--- config.mk ---
export PLATFORM = sky130hd
export DESIGN_NAME = conv2d_window_gen_vec
export DESIGN_NICKNAME = d
export VERILOG_FILES = /design/src/rtl/conv2d_window_gen_vec.sv
export SDC_FILE = /design/constraint.sdc
export NUM_CORES = 1
export LEC_CHECK = 0
export ABC_AREA = 1
export BUFFER_PORTS_ARGS = -buffer_cell sky130_fd_sc_hd__buf_2
export CORE_ASPECT_RATIO = 0.5
export CORE_MARGIN = 2
export CORE_UTILIZATION = 30
export CTS_CLUSTER_SIZE = 10
export DETAILED_ROUTE_END_ITERATION = 12
export RECOVER_POWER = 100
export SYNTH_ARGS = -nofsm -noshare
export SYNTH_HDL_FRONTEND = slang
export SYNTH_SLANG_ARGS = --single-unit
--- constraint.sdc ---
create_clock -name clk -period 30 [get_ports clk]
set_clock_uncertainty 0.1 [all_clocks]
set_input_delay 6 -clock clk [delete_from_list [all_inputs] [get_ports clk]]
set_output_delay 6 -clock clk [all_outputs]
set_load 0.05 [all_outputs]
--- src/rtl/conv2d_window_gen_vec.sv ---
// Streaming vectorised line buffer and window generator for the Conv2D MAC array.
// Takes PIX_PER_CLK raster pixels per beat and emits, one cycle later, one
// WIN_SIZE x WIN_SIZE window per lane with causal zero padding (above and left).
module conv2d_window_gen_vec #(
    parameter int DATA_W      = 8,
    parameter int WIN_SIZE    = 3,
    parameter int PIX_PER_CLK = 8,
    parameter int IMG_W       = 64,
    parameter int IMG_H       = 64
) (
    input  logic                                                            clk,
    input  logic                                                            rst,
    input  logic                                                            in_valid,
    input  logic [PIX_PER_CLK-1:0][DATA_W-1:0]                              in_pix,
    output logic                                                            out_valid,
    output logic [PIX_PER_CLK-1:0][WIN_SIZE-1:0][WIN_SIZE-1:0][DATA_W-1:0]  window,
    output logic                                                            out_sof,
    output logic                                                            out_eol,
    output logic                                                            out_eof
);

    localparam int NBEATS = IMG_W / PIX_PER_CLK;
    localparam int CB_W   = (NBEATS > 1) ? $clog2(NBEATS) : 1;
    localparam int ROW_W  = (IMG_H > 1) ? $clog2(IMG_H) : 1;
    localparam int HIST   = WIN_SIZE - 1;
    localparam int EXT_W  = PIX_PER_CLK + HIST;

    typedef logic [PIX_PER_CLK-1:0][DATA_W-1:0]            beat_t;
    typedef logic [EXT_W-1:0][DATA_W-1:0]                  ext_t;
    typedef logic [WIN_SIZE-1:0][WIN_SIZE-1:0][DATA_W-1:0] win_t;

    // Raster position of the beat currently on in_pix
    logic [CB_W-1:0]  r_cb;
    logic [ROW_W-1:0] r_row;

    // Line memories: r_lb_mem[k] holds row r-1-k, one word per column beat
    beat_t r_lb_mem [WIN_SIZE-1][NBEATS];

    // Rightmost HIST columns of the previous beat, per window row
    logic [WIN_SIZE-1:0][HIST-1:0][DATA_W-1:0] r_hist;

    // Registered outputs
    win_t [PIX_PER_CLK-1:0] r_window;
    logic                   r_out_valid;
    logic                   r_sof;
    logic                   r_eol;
    logic                   r_eof;

    // Combinational datapath
    beat_t [WIN_SIZE-1:0]   w_rows;
    ext_t  [WIN_SIZE-1:0]   w_ext;
    win_t  [PIX_PER_CLK-1:0] w_win;
    logic                   w_first_beat;
    logic                   w_last_beat;
    logic                   w_last_row;

    assign w_first_beat = (r_cb == '0);
    assign w_last_beat  = (r_cb == CB_W'(NBEATS - 1));
    assign w_last_row   = (r_row == ROW_W'(IMG_H - 1));

    // Column-beat and row counters; advance only on valid beats, wrap at frame end
    always_ff @(posedge clk) begin
        // NOTE: state is updated with non-blocking assignments so every register
        // samples pre-edge values regardless of statement order.
        if (rst) begin
            r_cb  <= '0;
            r_row <= '0;
        end else if (in_valid) begin
            if (w_last_beat) begin
                r_cb  <= '0;
                r_row <= w_last_row ? '0 : r_row + ROW_W'(1);
            end else begin
                r_cb  <= r_cb + CB_W'(1);
            end
        end
    end

    // Line memory shift: each row moves one memory deeper (read-before-write)
    always_ff @(posedge clk) begin
        // NOTE: the line memories are deliberately not reset; rows not yet written
        // in the current frame are masked by the row counter instead.
        if (!rst && in_valid) begin
            r_lb_mem[0][r_cb] <= in_pix;
            for (int k = 1; k < WIN_SIZE - 1; k++) begin
                r_lb_mem[k][r_cb] <= r_lb_mem[k-1][r_cb];
            end
        end
    end

    // Assemble the WIN_SIZE rows of this beat, masking rows above the image
    always_comb begin
        // NOTE: default every combinational output first so no path infers a latch.
        w_rows             = '0;
        w_rows[WIN_SIZE-1] = in_pix;
        for (int k = 0; k < WIN_SIZE - 1; k++) begin
            if (int'(r_row) >= k + 1) begin
                w_rows[WIN_SIZE-2-k] = r_lb_mem[k][r_cb];
            end
        end
    end

    // Extend each row with history columns on the left; the first beat of a row
    // sees zero history, which provides the left padding
    always_comb begin
        w_ext = '0;
        for (int i = 0; i < WIN_SIZE; i++) begin
            for (int m = 0; m < HIST; m++) begin
                w_ext[i][m] = w_first_beat ? '0 : r_hist[i][m];
            end
            for (int p = 0; p < PIX_PER_CLK; p++) begin
                w_ext[i][HIST+p] = w_rows[i][p];
            end
        end
    end

    // Slice one window per lane out of the extended rows
    always_comb begin
        w_win = '0;
        for (int l = 0; l < PIX_PER_CLK; l++) begin
            for (int i = 0; i < WIN_SIZE; i++) begin
                for (int j = 0; j < WIN_SIZE; j++) begin
                    w_win[l][i][j] = w_ext[i][l+j];
                end
            end
        end
    end

    // Capture the rightmost columns of each row for the next beat of the same row
    always_ff @(posedge clk) begin
        if (rst) begin
            r_hist <= '0;
        end else if (in_valid) begin
            for (int i = 0; i < WIN_SIZE; i++) begin
                for (int m = 0; m < HIST; m++) begin
                    r_hist[i][m] <= w_rows[i][PIX_PER_CLK-HIST+m];
                end
            end
        end
    end

    // Output register: windows hold while idle, flags only accompany valid beats
    always_ff @(posedge clk) begin
        if (rst) begin
            r_out_valid <= 1'b0;
            r_sof       <= 1'b0;
            r_eol       <= 1'b0;
            r_eof       <= 1'b0;
            r_window    <= '0;
        end else begin
            r_out_valid <= in_valid;
            r_sof       <= in_valid && w_first_beat && (r_row == '0);
            r_eol       <= in_valid && w_last_beat;
            r_eof       <= in_valid && w_last_beat && w_last_row;
            if (in_valid) begin
                r_window <= w_win;
            end
        end
    end

    assign out_valid = r_out_valid;
    assign out_sof   = r_sof;
    assign out_eol   = r_eol;
    assign out_eof   = r_eof;
    assign window    = r_window;

endmodule
# Word-level counts from Yosys, hierarchy flattened
# Memory sizes are Yosys's and may differ from the RTL's.
# Cells that the tools add are included.
# totals
ff_bits	253
latch_bits	0
mem_bits_rw	1024
mem_bits_ro	0
in_bits	67
out_inout_bits	580
word_cells	76
memories	1
# classes
add_sub_neg	2
multipliers	0
n_div	0
order_cmp	4
n_eq_ne	2
n_shift	0
muxes	20
bitwise_logic	1
reduce_logical	10
# memory_table
name	depth	width	read_ports	rd_clocked_by_memory_dff	write_ports	line	rtl
r_lb_mem	2	512	2	0	2	37	beat_t r_lb_mem [WIN_SIZE-1][NBEATS];
# ops
op	count
$mux W512	1
$mux W64	7
$bmux W64 S3	2
$demux W64 S3	1
$mux W8	6
$add A6 B1 Y6 const B	1
$eq A6 B6 Y1 const B	1
$ge A6 B1 Y1 const B	1
$ge A6 B2 Y1 const B	1
$logic_and A1 B1 Y1	6
$logic_not A6 Y1	1
$mux W6	1
$ge A4 B4 Y1 const B	1
$lt A4 B1 Y1 const B	1
$not A3 Y4	1
$add A3 B1 Y3 const B	1
$eq A3 B3 Y1 const B	1
$logic_not A3 Y1	1
$mux W3	1
$reduce_and A2 Y1	1
$logic_not A1 Y1	1
$mux W1	1

# Longest topological paths before layout
# logic_depth
depth_word	6
mapped_depth	12

# Worst setup path after synthesis
# OpenSTA, ideal clock, no wires.
# synth_timing
path_kind	input port to flip-flop
startpoint	input in_valid
endpoint	memory r_lb_mem[0][1000] in the netlist's numbering, enable pin
setup_time_ps	929
arrival_ps	18593
path_slack_ps	10378
cell_stages	5
n_path_buf	1
path_cell_list	buf_4 inv_2 nor2_1 clkinv_1 nor4_1
# synth_rtl
element	line	rtl
from (decl)	13	input logic in_valid,
to (decl)	37	

==> results by group <==
Worst setup path
  – Critical path destination: r_lb_mem[0][456]
  – Critical Path Start: in_valid
  – R2R Setup Slk: 14.56 ns
  – CP startpoint kind: input port
  – Reg-to-reg startpoint: r_cb[0]
  – Reg-to-reg endpoint: r_lb_mem[0][401]
  – Crit path DAT: 18.77 ns
  – CP Class: in2reg
  – CP Capture Type: flip-flop
  – Worst-path fanout max: 75
  – R2R depth: 4
  – Required time worst endpoint: 30.17 ns

Floorplan
  – IO Pins: 647
  – Cell row count: 111
  – CORE AREA: between 0.15 and 0.2 mm^2
  – Initial Util: 0.301
  – Total die area: 0.187 mm^2
  – Die Wd: 610 um
  – Height of the die: 307 um

Synth
  – Biggest area consumer among synthesized cells: edfxtp_1
  – Largest cells by area after synthesis: edfxtp_1, nand2_1, dfxtp_1, buf_4, inv_1
  – Syn nets: 5840
  – Post-synth top flop: edfxtp_1
  – Synthesized area: 0.0551 mm^2
  – List of most frequent post-synthesis cells: nand2_1, edfxtp_1, inv_1
  – Ys async rst share: 0
  – Syn_area_per_cell: 9.56 um^2
  – Synth unique cells: 29
  – Most frequent cell after synthesis: nand2_1
  – Sequential fraction of the synthesis area: 0.650
  – Post-synth EDFFs: 1024
  – Cell count after synthesis: a little under 6000
  – FF+latch count, synth: 1277
  – Synth warn: 0
  – Post-synth top area share: 0.558

Global route
  – Total grt overflow: 0
  – Tot GR Track Use: 0.152
  – Largest net degree at the start of global routing: 204
  – Vias in the first global route: 34200
  – Initial antenna violation count: 13
  – First-pass GRT wire length: 217 mm

Timing
  – Slew HR: -5.47
  – Final Hold Viols: 0
  – Final worst-path cycle share: 0.620
  – Final setup viols: 0
  – Maximum clock frequency: around 54 MHz
  – Unrepaired setup endpoints after global routing: false
  – Tmin final: 18.60 ns
  – Fin. max-slew vios: 1845
  – Worst Tran Pin Value: 9.71 ns
  – TNS Setup: 0 ns

Outcome
  – Failing checks: capacitance limit, slew limit
  – Status: finished with violations

Placement
  – RD Place Congestion: approximately 0.8
  – Detailed Place HPWL: 84.2 mm
  – Placed Area: 0.0578 mm^2
  – I/O Buffers: around 650
  – Placed instance count: 8269

Finish
  – FILL cells: 18600
  – Post-Layout Cell Count: 8534
  – Final instance area: 0.0611 mm^2
  – Final net count: a little over 6000
  – Layout cells sized above 1: 0.0310
  – Fin util: 0.334
  – Area Overhead vs Synth: 10.9%

CTS
  – CTS Hold Bufs: 0
  – H-tree level count: 4
  – Clock sinks: 1277
  – Clock tree buffer depth: 3
  – Clock Latency Late Sink: 0.74 ns
  – CTS tree: done
  – CTS clk-pin slew, worst paths: 0.05 ns
  – Buffers inserted by post-CTS timing repair: 0
  – Clock buffer count from CTS: between 100 and 150
  – Post-CTS sizing: 0
  – Root Driver: clkbuf_16

Detailed routing
  – Vias/cell: 4.38
  – DRC errors left: 0
  – Routed vias: 37400
  – Routed wire per std cell: 17.3 um
  – DRT Wirelength: ~150 mm
  – Post-route ant nets: 0
  – DR iter-0 viols: 3005
  – Pre-antenna DRT Iters: 6

Hold path
  – Path type of the worst min-delay path: reg2reg

Pwr
  – Power Density: 65.7 mW/mm^2
  – Worst ir drop on vdd: 0.0428 mV
  – Pleak: 25.1 nW
  – Pwr Total: 4.01 mW

Run
  – Max cap viols: 31
## worst min path at each step
stage	startpoint	endpoint	slack [ns]	cells after the start
2_1_floorplan	r_row[0]	r_row[0]	0.38	2
3_3_place_gp	r_hist[44]	window[124]	0.37	2
3_5_place_dp	r_hist[29]	window[101]	0.37	2
4_1_cts	r_hist[44]	window[124]	0.37	2
5_1_grt	r_hist[44]	window[124]	0.39	2
6_report	r_hist[29]	window[101]	0.38	2
## registers in the layout, summed over array words and instances, names as in the netlist
| register | cells |
|---|---|
| r_cb | 3 |
| out_sof | 1 |
| r_lb_mem | 1024 |
| out_valid | 1 |
| out_eol | 1 |
| out_eof | 1 |
| r_hist | 24 |
| window | 216 |
| r_row | 6 |
## layout by cell type (no fill, tap or decap), drive strengths merged, types with 2 or more instances in the layout
cell type and n:
nor2 157, clkinv 2, buf 22, clkbuf 927, inv 502, o21ai 116, a211oi 2, nand4 10
nor3 6, nand2 2771, clkinvlp 2, dfxtp 253, nand3 88, edfxtp 1024, nand3b 18, diode 7
nor4 6, ha 7, a21oi 182
## kinds of logic after synthesis
family          share of synthesized area
xor+xnor                         0.000318
fa+ha+maj                         0.00159
flops                               0.650
buf+inv                             0.108
simple gates                        0.213
compound gates                     0.0273
## stage by stage
stage               setup WS, ns  hold WS (ns)
global placement           19.95         0.368
detailed placement         19.92         0.366
floorplan                  10.38         0.375
global route               10.36         0.390
CTS                        20.70         0.373
finish                     11.40         0.378
## routing by layer
layer	wire length [um]	vias up	track usage
met5	8	-	0
met4	4510	2	0.0507
met3	7890	219	0.0191
met2	70000	977	0.253
met1	64900	17900	0.204
li1	-	18300	-
## critical path, cell delays in order
cell        delay (ns)
clkbuf_1          2.00
clkinvlp_2        3.30
nor2_1            0.66
clkinv_1          0.40
nor4_1            0.38
clkbuf_1          3.47
clkbuf_1          2.44
## power by group
| part | internal [mW] | switching [mW] |
|---|---|---|
| Clock | 0.943 | 0.669 |
| Combinational | 0.0825 | 0.325 |
| Sequential | 1.97 | 0.0205 |
## layout make-up
cell class,instances,area [um^2],area share
Timing Repair Buffer,695,2740,0.0449
Clock buffer,254,4210,0.0689
Tap cell,2429,3040,0.0497
Sequential cell,1277,35800,0.586
Antenna cell,7,17.5,0.000287
Inverter,502,1900,0.0311
Clock inverter,4,42.5,0.000696
Multi-Input combinational cell,3366,13300,0.218
Note: power is estimated with default switching activity, not from simulation.
